--- config.mk ---
export PLATFORM = sky130hd
export DESIGN_NAME = wb_stage_reg
export DESIGN_NICKNAME = d
export VERILOG_FILES = /design/src/rtl/wb_stage_reg_pkg.sv /design/src/rtl/wb_stage_reg_conflict_resolve.sv /design/src/rtl/wb_stage_reg.sv
export SDC_FILE = /design/constraint.sdc
export NUM_CORES = 1
export LEC_CHECK = 0
export CAP_MARGIN = 25
export CORE_AREA = 3 3 118 109
export CTS_CLUSTER_DIAMETER = 30
export DETAILED_ROUTE_END_ITERATION = 10
export DIE_AREA = 0 0 121 112
export PLACE_DENSITY = 0.84
export SLEW_MARGIN = 20
export SYNTH_ARGS = -nofsm -noshare
export SYNTH_HDL_FRONTEND = slang
export SYNTH_SLANG_ARGS = --single-unit
--- constraint.sdc ---
create_clock -name clk -period 2.98 [get_ports clk]
set_input_delay 0.447 -clock clk [delete_from_list [all_inputs] [get_ports clk]]
set_output_delay 0.447 -clock clk [all_outputs]
set_load 0.01 [all_outputs]
--- src/rtl/wb_stage_reg_pkg.sv ---
// -----------------------------------------------------------------------------
// wb_stage_reg_pkg
// Shared constants and types for the MEM->WB stage register.
//   Stop / NoStop   : stall vector bit values (1 = stop)
//   ZeroWord        : all-zero data word
//   DEF_*           : default data / address / instruction widths
//   wb_ch_t         : one write-back channel record at default widths
//   popcnt4         : population count of up to four channel bits
// -----------------------------------------------------------------------------
package wb_stage_reg_pkg;

    localparam logic Stop   = 1'b1;
    localparam logic NoStop = 1'b0;

    localparam int DEF_DATA_W = 32;
    localparam int DEF_ADDR_W = 5;
    localparam int DEF_INST_W = 32;

    localparam logic [DEF_DATA_W-1:0] ZeroWord = '0;

    typedef struct packed {
        logic                  valid;
        logic [DEF_INST_W-1:0] inst;
        logic                  we;
        logic [DEF_ADDR_W-1:0] waddr;
        logic [DEF_DATA_W-1:0] wdata;
    } wb_ch_t;

    function automatic logic [2:0] popcnt4(input logic [3:0] v);
        popcnt4 = 3'(v[0]) + 3'(v[1]) + 3'(v[2]) + 3'(v[3]);
    endfunction

endpackage

--- src/rtl/wb_stage_reg_conflict_resolve.sv ---
// -----------------------------------------------------------------------------
// wb_conflict_resolve
// Combinational write-conflict resolver for NCH write-back channels.
// A channel only writes when both valid and we are set. When two writing
// channels target the same address, the younger (higher index) one wins and
// the older one's write enable is masked.
// Ports:
//   i_valid    [NCH]         per-channel valid
//   i_we       [NCH]         per-channel write enable
//   i_waddr    [NCH*ADDR_W]  per-channel destination address
//   o_we       [NCH]         resolved write enable
//   o_suppress [NCH]         1 where a valid write was masked by a younger one
// -----------------------------------------------------------------------------
module wb_conflict_resolve #(
    parameter int NCH    = 2,
    parameter int ADDR_W = 5
) (
    input  logic [NCH-1:0]        i_valid,
    input  logic [NCH-1:0]        i_we,
    input  logic [NCH*ADDR_W-1:0] i_waddr,
    output logic [NCH-1:0]        o_we,
    output logic [NCH-1:0]        o_suppress
);

    logic [NCH-1:0] w_we_eff;

    always_comb begin
        w_we_eff   = i_we & i_valid;
        o_suppress = '0;
        for (int j = 0; j < NCH; j++) begin
            for (int k = j + 1; k < NCH; k++) begin
                if (w_we_eff[j] && w_we_eff[k] &&
                    (i_waddr[j*ADDR_W +: ADDR_W] == i_waddr[k*ADDR_W +: ADDR_W])) begin
                    o_suppress[j] = 1'b1;
                end
            end
        end
        o_we = w_we_eff & ~o_suppress;
    end

endmodule

--- src/rtl/wb_stage_reg.sv ---
// -----------------------------------------------------------------------------
// wb_stage_reg
// MEM->WB pipeline register carrying NCH write-back channels to the register
// file. Honours the global stall vector and a synchronous flush, and resolves
// same-address write conflicts between channels at capture time.
// Optional feature macro: WB_STAGE_PERF_EN (adds retire/bubble/conflict
// counters; absent by default).
// Ports:
//   clk       clock, rising edge
//   rst       synchronous reset, active low
//   stall     stall vector, bit STAGE_IDX = this stage, STAGE_IDX+1 = downstream
//   flush     clear stage contents
//   valid_i / inst_i / we_i / waddr_i / wdata_i   per-channel MEM inputs
//   valid_o / inst_o / we_o / waddr_o / wdata_o   registered outputs
//   bubble_o  1 when the contents are an inserted bubble
//   retire_cnt_o / bubble_cnt_o / conflict_cnt_o  (WB_STAGE_PERF_EN only)
// -----------------------------------------------------------------------------
module wb_stage_reg
    import wb_stage_reg_pkg::*;
#(
    parameter int NCH       = 2,
    parameter int DATA_W    = DEF_DATA_W,
    parameter int ADDR_W    = DEF_ADDR_W,
    parameter int INST_W    = DEF_INST_W,
    parameter int STALL_W   = 6,
    parameter int STAGE_IDX = 4
) (
    input  logic                  clk,
    input  logic                  rst,
    input  logic [STALL_W-1:0]    stall,
    input  logic                  flush,
    input  logic [NCH-1:0]        valid_i,
    input  logic [NCH*INST_W-1:0] inst_i,
    input  logic [NCH-1:0]        we_i,
    input  logic [NCH*ADDR_W-1:0] waddr_i,
    input  logic [NCH*DATA_W-1:0] wdata_i,
    output logic [NCH-1:0]        valid_o,
    output logic [NCH*INST_W-1:0] inst_o,
    output logic [NCH-1:0]        we_o,
    output logic [NCH*ADDR_W-1:0] waddr_o,
    output logic [NCH*DATA_W-1:0] wdata_o,
    output logic                  bubble_o
`ifdef WB_STAGE_PERF_EN
    ,
    output logic [31:0]           retire_cnt_o,
    output logic [31:0]           bubble_cnt_o,
    output logic [15:0]           conflict_cnt_o
`endif
);

    logic                  r_bubble;
    logic [NCH-1:0]        r_valid;
    logic [NCH*INST_W-1:0] r_inst;
    logic [NCH-1:0]        r_we;
    logic [NCH*ADDR_W-1:0] r_waddr;
    logic [NCH*DATA_W-1:0] r_wdata;

    logic                  w_s_cur;
    logic                  w_s_nxt;
    logic                  w_clear;
    logic                  w_bubble_ins;
    logic                  w_load;
    logic [NCH-1:0]        w_we_res;
    logic [NCH-1:0]        w_suppress;

    assign w_s_cur = stall[STAGE_IDX];
    assign w_s_nxt = stall[STAGE_IDX+1];

    // Priority: reset/flush, then bubble insertion, then load; anything else holds.
    assign w_clear      = !rst || flush;
    assign w_bubble_ins = !w_clear && (w_s_cur == Stop) && (w_s_nxt == NoStop);
    assign w_load       = !w_clear && (w_s_cur == NoStop);

    wb_conflict_resolve #(
        .NCH    (NCH),
        .ADDR_W (ADDR_W)
    ) u_conflict (
        .i_valid    (valid_i),
        .i_we       (we_i),
        .i_waddr    (waddr_i),
        .o_we       (w_we_res),
        .o_suppress (w_suppress)
    );

    always_ff @(posedge clk) begin
        if (w_clear || w_bubble_ins) begin
            r_valid  <= '0;
            r_inst   <= '0;
            r_we     <= '0;
            r_waddr  <= '0;
            r_wdata  <= '0;
            r_bubble <= 1'b1;
        end else if (w_load) begin
            r_valid  <= valid_i;
            r_inst   <= inst_i;
            r_we     <= w_we_res;
            r_waddr  <= waddr_i;
            r_wdata  <= wdata_i;
            r_bubble <= 1'b0;
        end
    end

    assign valid_o  = r_valid;
    assign inst_o   = r_inst;
    assign we_o     = r_we;
    assign waddr_o  = r_waddr;
    assign wdata_o  = r_wdata;
    assign bubble_o = r_bubble;

`ifdef WB_STAGE_PERF_EN
    logic [31:0] r_retire_cnt;
    logic [31:0] r_bubble_cnt;
    logic [15:0] r_conflict_cnt;

    // Counters survive flush; only reset clears them.
    always_ff @(posedge clk) begin
        if (!rst) begin
            r_retire_cnt   <= '0;
            r_bubble_cnt   <= '0;
            r_conflict_cnt <= '0;
        end else begin
            if (w_load) begin
                r_retire_cnt   <= r_retire_cnt + 32'(popcnt4(4'(valid_i)));
                r_conflict_cnt <= r_conflict_cnt + 16'(popcnt4(4'(w_suppress)));
            end
            if (w_bubble_ins) begin
                r_bubble_cnt <= r_bubble_cnt + 32'd1;
            end
        end
    end

    assign retire_cnt_o   = r_retire_cnt;
    assign bubble_cnt_o   = r_bubble_cnt;
    assign conflict_cnt_o = r_conflict_cnt;
`endif

endmodule

==> results of run 1 <==
-- cells in the final DEF, fill, tap and decap left out, drive strengths merged --
cell type,n
bufinv,4
clkinvlp,3
xnor2,1
nor4,1
a22o,139
and3,1
buf,3
clkinv,2
dfxtp,143
nand2,1
a32oi,1
a32o,1
clkdlybuf4s50,289
a31oi,2
inv,1
clkbuf,23
nor2b,4
o21ai,1
and4b,1
xor2,4
-- power groups by stage --
| stage | clock network, W | registers [W] | logic (W) |
|---|---|---|---|
| floorplan | 0 | 0.00207 | 0.000112 |
| CTS | 0.00229 | 0.00200 | 0.000465 |
| global route | 0.00238 | 0.00201 | 0.000487 |
| global placement | 0 | 0.00204 | 0.000449 |
| finish | 0.00225 | 0.00200 | 0.000462 |
| detailed placement | 0 | 0.00204 | 0.000459 |
-- cell families after synthesis --
group                  count (synthesis)  synth area share [%]
buffers and inverters                 33                  6.66
flip-flops                           143                  63.2
AND/OR/NAND/NOR                        8                  1.46
XOR/XNOR                               5                 0.967
AO/OA/AOI/OAI                        144                  27.7
-- per-stage QoR --
stage	hold slack (ns)	std cells	total power, W	setup slack (ns)	util [%]
after floorplan	0.511	333	0.00218	1.61	-
after global placement	0.450	753	0.00249	0.853	62.3
after detailed placement	0.455	753	0.00250	0.748	62.3
after CTS	0.470	785	0.00475	1.15	67.6
after global routing	0.483	785	0.00488	1.09	67.6
final	0.465	785	0.00472	1.14	67.6
-- worst paths after layout --
| check | start | end | slack (ns) | depth (start not counted) |
|---|---|---|---|---|
| hold reg to reg | we_o[1] | we_o[1] | 0.46 | 1 |
| setup reg to reg | we_o[0] | we_o[0] | 2.29 | 2 |
| setup / recovery | stall[4] | inst_o[21] | 1.14 | 4 |
| hold / removal | we_o[1] | we_o[1] | 0.46 | 1 |
-- routing by layer --
metal / wire, um / global-route usage (%) / share of wire [%]
met3: 1330 / 9.04 / 9.0
met4: 296 / 8.01 / 2.0
met2: 7260 / 35.7 / 49
met5: 0 / 0 / 0
met1: 5800 / 24.4 / 40
-- synth_stat cells, drive strengths merged --
| library cell | instances | area (um2) |
|---|---|---|
| a22o | 139 | 1220 |
| a31oi | 2 | 12.5 |
| a32o | 1 | 10.0 |
| a32oi | 1 | 8.76 |
| and3 | 1 | 6.26 |
| and4b | 1 | 10.0 |
| buf | 32 | 298 |
| dfxtp | 143 | 2860 |
| inv | 1 | 3.75 |
| nand2 | 1 | 3.75 |
| nor2b | 4 | 40.0 |
| nor4 | 1 | 6.26 |
| o21ai | 1 | 5.00 |
| xnor2 | 1 | 8.76 |
| xor2 | 4 | 35.0 |
-- critical path, delay by kind of cell --
kind | cells | cell delay [ns]
AND/OR/NAND/NOR | 1 | 0.30
buffers and inverters | 2 | 1.16
AO/OA/AOI/OAI | 1 | 0.25
-- registers in the layout (all words and copies together), names as in the netlist --
| signal | flops |
|---|---|
| waddr_o | 10 |
| we_o | 2 |
| wdata_o | 64 |
| valid_o | 2 |
| inst_o | 64 |
| bubble_o | 1 |
-- layout make-up --
type | count | share of cell area [%]
repair buffers | 292 | 36.7
flip-flops and latches | 143 | 35.7
multi-input cells | 157 | 17.1
clock buffers | 23 | 5.97
well taps | 160 | 2.50
clock inverters | 9 | 1.95
inverters | 1 | 0.0469
==> results_dict.tcl, run 1 <==
set metrics [dict create \
    clockPowerShare_pct 47.7 \
    rsz0062_at_grt "false" \
    dieArea_mm2 0.0136 \
    vdd_drop_max_uv 336 \
    cp-end-kind "flip-flop" \
    grt_pass1_wl_um 22600 \
    cp-start-kind "primary input" \
    core_mm2 0.0118 \
    worstMarginPinSlew_ns 0.676 \
    num_rows 38 \
    synth_area_per_cell_um2 13.6 \
    dp_hpwl_um 9880 \
    setup_violations 0 \
    setup_tns_ns 0 \
    drtAntennaViolNets 0 \
    pwr-share-comb_pct 9.8 \
    antenna_found_initial 0 \
    overflow 0 \
    seq_area_mm2 0.00286 \
    synth_cell_types 19 \
    slowest_delay_ns 0.61 \
    cts_tree "done" \
    vias 3948 \
    clk_latency_ns 0.41 \
    synthCells 333 \
    period_share_pct 61.9 \
    root_buffer "clkbuf_16" \
    worstPathRequired_ns 3.33 \
    post-cts-setup-buffers 0 \
    worstPathArrival_ns 2.19 \
    p_seq_share_pct 42.5 \
    via_per_inst 5.03 \
    io_pins 294 \
    fmax_ghz 0.543 \
    fillCellCount 851 \
    clockBufferDepth 2 \
    drt-initial-drc-count 296 \
    wl_um 14700 \
    path_clk_slew_ns 0.06 \
    start_util_pct 38.2 \
    cellLeakagePower_nw 3.05 \
    synth_nets 484 \
    drive_gt1_share_pct 5.60 \
    cts_hold_buf 0 \
    grt_max_degree 142 \
    critical_path_class "in -> reg" \
    hold_viol_final 0 \
    drcViolationCount 0 \
    timing.critical_path.cells "clkdlybuf4s50_1 > and4b_4 > buf_4 > a22o_1" \
    max_cap_violations 0 \
    p_switching_w 0.000964 \
    clock_sinks 143 \
    track_usage_pct 21.4 \
    seq_area_frac_synth_pct 63.2 \
    path_max_fanout 66 \
    die_y_um 112 \
    crit_slowest_cell "clkdlybuf4s50_1" \
    ys_ff_latch 143 \
    nNetsFinal 763 \
    die_w_um 121 \
    synth_area_mm2 0.00453 \
    wl_per_cell_um 18.7 \
    grt_pass1_vias 4133 \
    hp-class "reg -> reg" \
    intPower_w 0.00375 \
    period_minus_slack_ns 1.84 \
    ys_warn_count 0 \
    skew_ns 0 \
    switching_share_pct 20.4 \
    syn2layout_area_growth_pct 76.9 \
    antenna_cells 0 \
    cts_resized 0 \
    slew_headroom_pct 54.9 \
    firstDrtPassIters 4 \
    outcome "finished, final reports clean" \
    multiInputGateArea_mm2 0.00137 \
    htree_levels 4 \
    gp_congestion 0.784 \
    power_density_mw_per_mm2 589 \
    cts_buffers 17 \
    place.port_buffers 289 \
    fin_area_mm2 0.00801 \
    drv_slew 0 \
    place_area_mm2 0.00737 \
]
(Power assumes the default switching activity.)
==> inputs of run 2 (changes only) <==
- CORE_AREA: 3 3 118 109 -> 3 3 123 113
- DIE_AREA: 0 0 121 112 -> 0 0 126 116
- PLACE_DENSITY: 0.84 -> 0.79
- clock period: 2.98 -> 1.9 ns (I/O delays scaled with it)
==> run 2 against run 1 <==
Compared with the run above: clock-buffer cell count shrank 2; critical path depth shrank 3; clock skew is the same; power grew 53%; non-clock buffer count grew 3; largest cell class unchanged.
==> results_dict.tcl, run 2 (same netlist as run 1, synthesis figures left out) <==
set metrics [dict create \
    setup_violations 0 \
    track_usage_pct 19.5 \
    via_per_inst 4.94 \
    drcViolationCount 0 \
    multiInputGateArea_mm2 0.00137 \
    period_minus_slack_ns 1.62 \
    grt_pass1_wl_um 22300 \
    period_share_pct 85.4 \
    antenna_found_initial 0 \
    fmax_ghz 0.616 \
    layout_common_cells "clkdlybuf4s50_1, dfxtp_1, a22o_1" \
    wl_per_cell_um 18.2 \
    die_w_um 126 \
    setup_tns_ns 0 \
    cellLeakagePower_nw 3.07 \
    grt_pass1_vias 4108 \
    startpoint "inst_o[62]" \
    overflow 0 \
    cts_buffers 17 \
    worstMarginPinSlew_ns 0.453 \
    start_util_pct 35.7 \
    path_clk_slew_ns 0.05 \
    core_mm2 0.0127 \
    nNetsFinal 766 \
    rsz0062_at_grt "false" \
    post-place-ws_ns 0.107 \
    path_max_fanout 2 \
    cp-end-kind "primary output" \
    die_y_um 116 \
    crit_slowest_cell "clkdlybuf4s50_1" \
    hold_viol_final 0 \
    slowest_delay_ns 0.56 \
    regToRegSetupSlack_ns 1.24 \
    post-cts-setup-buffers 0 \
    cts_hold_buf 0 \
    vdd_drop_max_uv 562 \
    dieArea_mm2 0.0146 \
    io_pins 294 \
    path_buf_inv 1 \
    fillCellCount 959 \
    timing.rr.start "we_o[0]" \
    skew_ns 0 \
    place.port_buffers 289 \
    drv_slew 0 \
    worstPathRequired_ns 1.62 \
    critical_path_class "reg -> out" \
    worstPathArrival_ns 1.34 \
    layout_setup_ws_ns 0.277 \
    vias 3909 \
    p_seq_share_pct 43.6 \
    grt_max_degree 72 \
    crit_end "inst_o[62]" \
    dp_hpwl_um 10400 \
    clock_sinks 143 \
    clk_latency_ns 0.41 \
    hp-class "in -> reg" \
    cp-start-kind "flip-flop" \
    max_cap_violations 0 \
    gp_congestion 0.815 \
    wl_um 14400 \
    root_buffer "clkbuf_16" \
    switching_share_pct 20.7 \
    power_density_mw_per_mm2 896 \
    slew_headroom_pct 69.5 \
    cpLargestDelayFamily "buffers and inverters" \
    syn2layout_area_growth_pct 77.5 \
    cp.depth 1 \
    pwr-share-comb_pct 10.2 \
    antenna_cells 0 \
    drt-initial-drc-count 145 \
    clockBufferDepth 2 \
    intPower_w 0.00571 \
    layout_commonest_cell "clkdlybuf4s50_1" \
    drtAntennaViolNets 0 \
    seq_area_mm2 0.00286 \
    r2r_end "we_o[0]" \
    drive_gt1_share_pct 6.21 \
    cts_tree "done" \
    rr_worst_depth 2 \
    outcome "finished, final reports clean" \
    firstDrtPassIters 4 \
    htree_levels 4 \
    timing.critical_path.cells "clkdlybuf4s50_1" \
    clockPowerShare_pct 46.2 \
    num_rows 39 \
    p_switching_w 0.00149 \
    cts_resized 0 \
]
run 2: worst reg2reg max path, stage by stage, from the launching register on:
cell     delay (ns)
dfxtp_1        0.31
a32oi_1        0.17
a31oi_1        0.06
run 2: metal layers:
| metal | share of wire [%] | wire length [um] | GRT usage [%] | up-vias |
|---|---|---|---|---|
| li1 | - | - | - | 1845 |
| met3 | 9.1 | 1310 | 8.02 | 26 |
| met5 | 0 | 0 | 0 | - |
| met4 | 2.6 | 373 | 9.44 | 0 |
| met1 | 39 | 5660 | 21.6 | 1840 |
| met2 | 49 | 7110 | 32.6 | 198 |
run 2: worst min path at each step:
stage	start	end	cells after the start
6_report	wdata_i[3]	wdata_o[3]	2
5_1_grt	inst_i[60]	inst_o[60]	2
4_1_cts	wdata_i[3]	wdata_o[3]	2
3_5_place_dp	waddr_o[1]	waddr_o[1]	1
3_3_place_gp	we_o[1]	we_o[1]	1
2_1_floorplan	flush	bubble_o	2
run 2: metrics by stage:
stage,utilization (%),cell area (um2),std cells,hold slack [ns],total power [W]
global placement,58.6,7440,760,0.450,0.00392
floorplan,-,4530,333,0.376,0.00342
finish,63.4,8040,792,0.469,0.00720
CTS,63.4,8040,792,0.450,0.00728
global route,63.4,8040,792,0.458,0.00744
detailed placement,58.6,7440,760,0.454,0.00394
run 2: final cells by class:
cell class | instances | area share [%]
Inverter | 1 | 0.0467
Timing Repair Buffer | 295 | 37.3
Multi-Input combinational cell | 157 | 17.0
Clock inverter | 11 | 1.73
Clock buffer | 21 | 5.73
Sequential cell | 143 | 35.6
Tap cell | 164 | 2.55
run 2: power by group through the flow:
stage | registers, W | clock network [W] | logic, W
final | 0.00314 | 0.00333 | 0.000733
after global routing | 0.00315 | 0.00351 | 0.000778
after CTS | 0.00314 | 0.00340 | 0.000740
after detailed placement | 0.00320 | 0 | 0.000735
after global placement | 0.00320 | 0 | 0.000723
after floorplan | 0.00324 | 0 | 0.000176
==> inputs of run 3 (changes only) <==
- CORE_AREA: 3 3 123 113 -> 3 3 131 120
- DIE_AREA: 0 0 126 116 -> 0 0 134 123
- GPL_TIMING_DRIVEN: unset -> 1
- PLACE_DENSITY: 0.79 -> 0.8
- SYNTH_HIERARCHICAL: unset -> 1
==> run 3 against run 2 <==
Compared with the run above: register-to-register slack lost 0.05 ns; combinational power grew 31%; via count grew 41%; utilization is essentially flat; power grew 1.0%; non-clock buffer count grew 12; critical endpoint is now wdata_o[16].
==> results_dict.tcl, run 3 <==
set metrics [dict create \
    die_y_um 123 \
    grt_max_degree 73 \
    htree_levels 4 \
    rr_worst_depth 2 \
    setup_tns_ns 0 \
    synth_area_per_cell_um2 8.89 \
    drv_slew 0 \
    root_buffer "clkbuf_16" \
    io_pins 294 \
    final_cells 1116 \
    cts_tree "done" \
    layout_common_cells "clkdlybuf4s50_1, nand2b_1, dfxtp_1" \
    dpl.cell_count 1086 \
    drtAntennaViolNets 0 \
    worstPathArrival_ns 1.34 \
    synth_area_mm2 0.00574 \
    rsz0062_at_grt "false" \
    fillCellCount 1245 \
    grt_pass1_wl_um 26400 \
    dieArea_mm2 0.0165 \
    vias 5497 \
    start_util_pct 39.4 \
    synth_nets 796 \
    fmax_ghz 0.614 \
    clock_sinks 143 \
    drcViolationCount 0 \
    ys_warn_count 6 \
    worstPathRequired_ns 1.62 \
    firstDrtPassIters 4 \
    period_minus_slack_ns 1.63 \
    power_density_mw_per_mm2 788 \
    clockBufferDepth 2 \
    track_usage_pct 20.1 \
    wl_um 17200 \
    cp-end-kind "primary output" \
    vdd_drop_max_uv 627 \
    hold-path-cell-count 3 \
    path_clk_slew_ns 0.06 \
    post-cts-setup-buffers 0 \
    antenna_cells 0 \
    place.port_buffers 289 \
    outcome "finished, final reports clean" \
    cts_buffers 17 \
    critical_path_class "reg -> out" \
    timing.critical_path.cells "clkdlybuf4s50_1" \
    die_w_um 134 \
    wl_per_cell_um 15.4 \
    drive_gt1_share_pct 6.54 \
    crit_slowest_cell "clkdlybuf4s50_1" \
    max_cap_violations 0 \
    path_buf_inv 1 \
    dp_hpwl_um 12500 \
    cpLargestDelayFamily "buffers and inverters" \
    slowest_delay_ns 0.61 \
    gp_congestion 0.742 \
    cts_hold_buf 0 \
    layout_commonest_cell "clkdlybuf4s50_1" \
    synthCells 645 \
    cts_resized 0 \
    antenna_found_initial 0 \
    cp.depth 1 \
    drt-initial-drc-count 226 \
    path_max_fanout 2 \
    setup_violations 0 \
    overflow 0 \
    core_mm2 0.0146 \
    skew_ns 0 \
    cp-start-kind "flip-flop" \
    cellLeakagePower_nw 3.20 \
    worstMarginPinSlew_ns 0.322 \
    via_per_inst 4.93 \
    hp-class "in -> reg" \
    grt_pass1_vias 5121 \
    nNetsFinal 1058 \
    clk_latency_ns 0.40 \
    syn2layout_area_growth_pct 60.9 \
    period_share_pct 85.7 \
    slew_headroom_pct 78.5 \
    hold_viol_final 0 \
    num_rows 42 \
]
run 3: tightest hold or removal path: stages:
cell,delay [ns]
buf_6,0.18
nand3_1,0.11
a21oi_1,0.06
run 3: layer usage:
layer | vias up | track usage [%] | wire [um]
li1 | 2708 | - | -
met1 | 2539 | 23.5 | 6960
met2 | 229 | 33.4 | 8190
met3 | 21 | 8.58 | 1800
met4 | 0 | 7.26 | 265
met5 | - | 0 | 0
run 3: power by group:
part	switching, W	internal, W
combinational	0.000392	0.000565
sequential	0.0000432	0.00309
clock	0.00124	0.00194
total	0.00168	0.00560
run 3: worst paths after layout:
path | endpoint | startpoint | slack, ns
worst max register to register | bubble_o | bubble_o | 1.19
worst max-delay path | wdata_o[16] | wdata_o[16] | 0.27
worst min-delay path | inst_o[62] | stall[4] | 0.28
worst min register to register | inst_o[32] | inst_o[32] | 0.46
run 3: cell type report:
cell class / count / area [um2] / share of cell area [%]
multi-input combinational: 437 / 2440 / 26.4
clock buffer: 19 / 443 / 4.80
inverter: 1 / 3.75 / 0.0407
timing repair buffer: 307 / 3110 / 33.7
sequential: 143 / 2860 / 31.0
tap: 198 / 248 / 2.68
clock inverter: 11 / 119 / 1.29
run 3: metrics by stage:
stage / setup slack [ns] / hold slack [ns] / instance area, um2 / util, % / total power, W
finish: 0.271 / 0.278 / 9230 / 63.4 / 0.00728
global route: 0.212 / 0.276 / 9230 / 63.4 / 0.00757
CTS: 0.236 / 0.258 / 9230 / 63.4 / 0.00736
detailed placement: 0.111 / 0.457 / 8670 / 59.5 / 0.00416
global placement: 0.124 / 0.452 / 8670 / 59.5 / 0.00414
floorplan: 0.832 / 0.430 / 5740 / - / 0.00361
